$ cat src/rtl/twos_comp_seq_pkg.sv
// twos_comp_seq_pkg: shared width default and FSM state encoding for the serial negator
package twos_comp_seq_pkg;

    localparam int TC_WIDTH = 12;

    typedef enum logic [1:0] {
        IDLE  = 2'd0,
        SHIFT = 2'd1,
        DONE  = 2'd2
    } state_t;

endpackage

$ cat src/rtl/jk_flag.sv
// jk_flag: JK flip-flop with synchronous active-high reset
module jk_flag (
    input  logic clk,
    input  logic rst,
    input  logic j,
    input  logic k,
    output logic q
);

    always_ff @(posedge clk)
        if (rst) q <= 1'b0;
        else     q <= (j & ~q) | (~k & q);

endmodule

$ cat src/rtl/twos_comp_seq.sv
// twos_comp_seq: bit-serial two's complement negation, LSB first, one bit per clock
module twos_comp_seq
    import twos_comp_seq_pkg::*;
#(
    parameter int WIDTH = TC_WIDTH
) (
    input  logic             t_clk,
    input  logic             t_rst,
    input  logic             start,
    input  logic [WIDTH-1:0] x,
    output logic             busy,
    output logic             done,
    output logic [WIDTH-1:0] o,
    output logic             ovf
);

    localparam int CW = $clog2(WIDTH + 1);

    state_t           state, state_n;
    logic [WIDTH-1:0] sr, res, res_n;
    logic [CW-1:0]    cnt;
    logic             seen, load, last, in_shift;

    assign in_shift = state == SHIFT;
    assign load     = state == IDLE && start;
    assign last     = in_shift && cnt == CW'(WIDTH - 1);
    // bits up to and including the first 1 pass through; later bits invert
    assign res_n    = {sr[0] ^ seen, res[WIDTH-1:1]};
    assign busy     = in_shift;
    assign done     = state == DONE;

    jk_flag u_seen (
        .clk (t_clk),
        .rst (t_rst | load),
        .j   (in_shift & sr[0]),
        .k   (1'b0),
        .q   (seen)
    );

    always_comb begin
        state_n = state;
        state_n = state == IDLE  ? (start ? SHIFT : IDLE) :
                  state == SHIFT ? (last ? DONE : SHIFT) : IDLE;
    end

    always_ff @(posedge t_clk) begin
        if (t_rst) begin
            state <= IDLE;
            sr    <= '0;
            res   <= '0;
            cnt   <= '0;
            o     <= '0;
            ovf   <= 1'b0;
        end else begin
            state <= state_n;
            if (load) begin
                sr  <= x;
                res <= '0;
                cnt <= '0;
            end else if (in_shift) begin
                sr  <= sr >> 1;
                res <= res_n;
                cnt <= cnt + 1'b1;
            end
            // only the most negative operand negates to itself with MSB set alone
            if (last) begin
                o   <= res_n;
                ovf <= res_n == {1'b1, {(WIDTH-1){1'b0}}};
            end
        end
    end

endmodule
$ cat config.mk
export PLATFORM = sky130hd
export DESIGN_NAME = twos_comp_seq
export DESIGN_NICKNAME = d
export VERILOG_FILES = /design/src/rtl/twos_comp_seq_pkg.sv /design/src/rtl/jk_flag.sv /design/src/rtl/twos_comp_seq.sv
export SDC_FILE = /design/constraint.sdc
export NUM_CORES = 1
export LEC_CHECK = 0
export BUFFER_PORTS_ARGS = -buffer_cell sky130_fd_sc_hd__buf_4
export CAP_MARGIN = 20
export CORE_MARGIN = 2
export CORE_UTILIZATION = 54
export DETAILED_ROUTE_END_ITERATION = 10
export GPL_TIMING_DRIVEN = 0
export PLACE_DENSITY = 0.79
export SETUP_SLACK_MARGIN = 0.3
export SLEW_MARGIN = 20
export SYNTH_ARGS = -nofsm -noshare
export SYNTH_HDL_FRONTEND = slang
export SYNTH_SLANG_ARGS = --single-unit
$ cat constraint.sdc
create_clock -name t_clk -period 1.58 [get_ports t_clk]
set_input_delay 0.079 -clock t_clk [delete_from_list [all_inputs] [get_ports t_clk]]
set_output_delay 0.079 -clock t_clk [all_outputs]
set_load 0.02 [all_outputs]
==> results.py <==
metrics = {
    "detailed_routing": {
        "drtIter0Drc": 81,
        "vias_per_cell": 5.55,
        "wire_per_inst_um": 14.9,
        "detail_route.first_pass.iterations": 5,
        "via_count": 1653,
        "ant_nets": 0,
        "drt_wl_total_um": 4450,
        "drc": 0,
    },
    "timing": {
        "tightest_slew_ns": 0.539,
        "slew-limit-headroom": 0.641,
        "timing.setup.tns_ns": 0,
        "hold_slack_ns": 0.0516,
        "rsz0062_at_grt": "true",
        "worst_slack_ns": 0.179,
        "finalHoldViolCount": 0,
        "setup-violations-final": 0,
        "fin_crit_sh": 0.886,
        "fmax_mhz": 714,
        "fin_skew_ns": 0.00391,
        "slew_viol_final": 0,
        "min_period_ns": 1.40,
    },
    "global_route": {
        "antenna_found_initial": 0,
        "grt_pass1_vias": 1502,
        "track_usage": 0.247,
        "grt_overflow": 0,
        "grt_max_degree": 13,
        "grt_pass1_wl_um": 6730,
    },
    "final_layout": {
        "area_delta_synth_final_pct": 30.3,
        "final.fill_count": 276,
        "fin_util": 0.748,
        "finalNetCount": 270,
        "diodes": 0,
        "final_cells": 298,
        "drive_above_1_share": 0.343,
        "multi_input_area_um2": 875,
        "register_area_um2": 871,
        "final_cell_mix": "dfxtp_1, buf_4, nand2_1",
        "stdcell_area_um2": 2320,
        "layout_commonest_cell": "dfxtp_1",
    },
    "clock_tree": {
        "root_buffer": "clkbuf_4",
        "tritoncts": "done",
        "clock_latency_ns": 0.36,
        "path_clk_slew_ns": 0.12,
        "cts_sinks": 43,
        "cts-buffers-inserted": 5,
        "clockBufferDepth": 2,
        "h-tree-depth": 2,
    },
    "worst_setup_path": {
        "critPathKind": "flop to flop",
        "cp_slowest_cell": "dfxtp_2",
        "max_stage_delay_ns": 0.37,
        "cp-startpoint": "cnt[0]",
        "end_kind": "flop",
        "critical_path.cell_chain": "ha_4 > nand4b_1 > clkbuf_4 > o21ai_0 > a21oi_1",
        "required_ns": 1.81,
        "arrival_ns": 1.63,
        "r2r-start": "cnt[0]",
        "crit_buf_inv": 1,
        "path_delay_family": "flip-flops",
        "critPathLaunchType": "flop",
        "cp_max_fo": 5,
    },
    "synthesis": {
        "yosys_register_bits": 43,
        "yosysTopAreaCellShare": 0.483,
        "synth_area_leader_cell": "dfxtp_1",
        "synth_area_leaders": "dfxtp_1, a21oi_1, a211oi_1",
        "ys_types": 35,
        "netlist_instances": 207,
        "syn_area_um2": 1780,
        "synth_nets": 223,
        "avgSynthCellArea_um2": 8.61,
        "synth_seq_area_share": 0.483,
        "yosysWarnings": 0,
    },
    "placement": {
        "io_buffers": 28,
        "pre_cts_slack_ns": 0.0840,
        "dp.cells": 279,
        "place.detailed.hpwl_um": 2780,
        "placed_area_um2": 2050,
        "gp_congestion": 0.782,
    },
    "die": {
        "die_x_um": 61.4,
        "fp-row-count": 20,
        "pin_count": 30,
        "initial_core_util": 0.574,
        "coreArea_um2": 3100,
        "dieArea_um2": 3770,
        "die_h_um": 61.4,
    },
    "worst_hold_path": {
        "worstHoldPathType": "input pin to flop",
        "worstHoldStart": "start",
    },
    "power": {
        "leakage_nw": 0.874,
        "power_mw": 1.92,
        "peakVddDrop_v": 0.000606,
        "p_per_area_nw_per_um2": 826,
    },
    "status": {
        "status": "finished clean",
    },
    "flow_run": {
        "maxCapViolCount": 0,
    },
}
cells in the mapped netlist (all sizes together):
cell type	number
nor4	2
nand2	22
nor3b	1
dfxtp	43
or3	1
nand3	12
nand3b	1
nand2b	2
ha	1
a22oi	1
o21bai	1
nor2	24
a211oi	11
nand4b	1
nor3	6
o21ai	13
xnor2	1
nand4	1
nor2b	1
o2bb2ai	6
a21oi	25
xor2	2
o21ba	1
clkbuf	7
inv	3
buf	10
o41ai	1
and4b	1
or2	1
o22ai	5
report_power, final:
part           switching, mW  internal, mW  leakage, nW  total [mW]
combinational          0.119         0.108        0.488       0.227
clock                  0.340         0.206       0.0341       0.547
sequential            0.0268          1.12        0.352        1.14
total                  0.487          1.43        0.874        1.92
area by class of cell:
cell class / count / share of cell area
Multi-Input combinational cell: 144 / 0.377
Sequential cell: 43 / 0.375
Timing Repair Buffer: 40 / 0.134
Buffer: 17 / 0.0598
Tap cell: 44 / 0.0237
Clock buffer: 6 / 0.0221
Inverter: 3 / 0.00700
Clock inverter: 1 / 0.00216
kinds of logic (layout without fill, tap and decap cells):
| kind of cell | Yosys count | in the layout | synth area share |
|---|---|---|---|
| adder cells (fa/ha/maj) | 1 | 1 | 0.00702 |
| AND/OR/NAND/NOR | 76 | 76 | 0.199 |
| XOR/XNOR | 3 | 3 | 0.0147 |
| AO/OA/AOI/OAI | 64 | 64 | 0.234 |
| buffers and inverters | 20 | 67 | 0.0625 |
| flip-flops | 43 | 43 | 0.483 |
timing repair:
action | in CTS | in global routing
endpoints found under the hold margin | 1 | 0
hold buffers | 1 | 0
setup buffers | 9 | 1
pin swaps | 0 | 2
gates resized for setup | 21 | 30
gates cloned | 0 | 1
endpoints found under the setup margin | 35 | 39
per-layer routing:
metal	track usage	part of all wire	routed length, µm	vias to the layer above
met3	0.0567	0.034	151	8
li1	-	-	-	832
met4	0.100	0.015	68	0
met2	0.426	0.52	2330	30
met1	0.296	0.43	1900	783
met5	0	0	0	-
final timing paths:
| path | end | slack [ns] | cells after the start |
|---|---|---|---|
| setup reg to reg | o[4] | 0.18 | 5 |
| setup / recovery | o[4] | 0.18 | 5 |
| hold reg to reg | o[8] | 0.47 | 2 |
| hold / removal | sr[8] | 0.05 | 3 |
sequential cells by signal, summed over array words and instances, names as in the netlist:
signal and cells:
res 11, u_seen.q 1, o 12, sr 12, state 2, cnt 4, ovf 1
worst min-delay path: stages:
cell and delay, ns:
buf_6 0.11, o2bb2ai_1 0.12, a211oi_1 0.06
(Power assumes the default switching activity.)
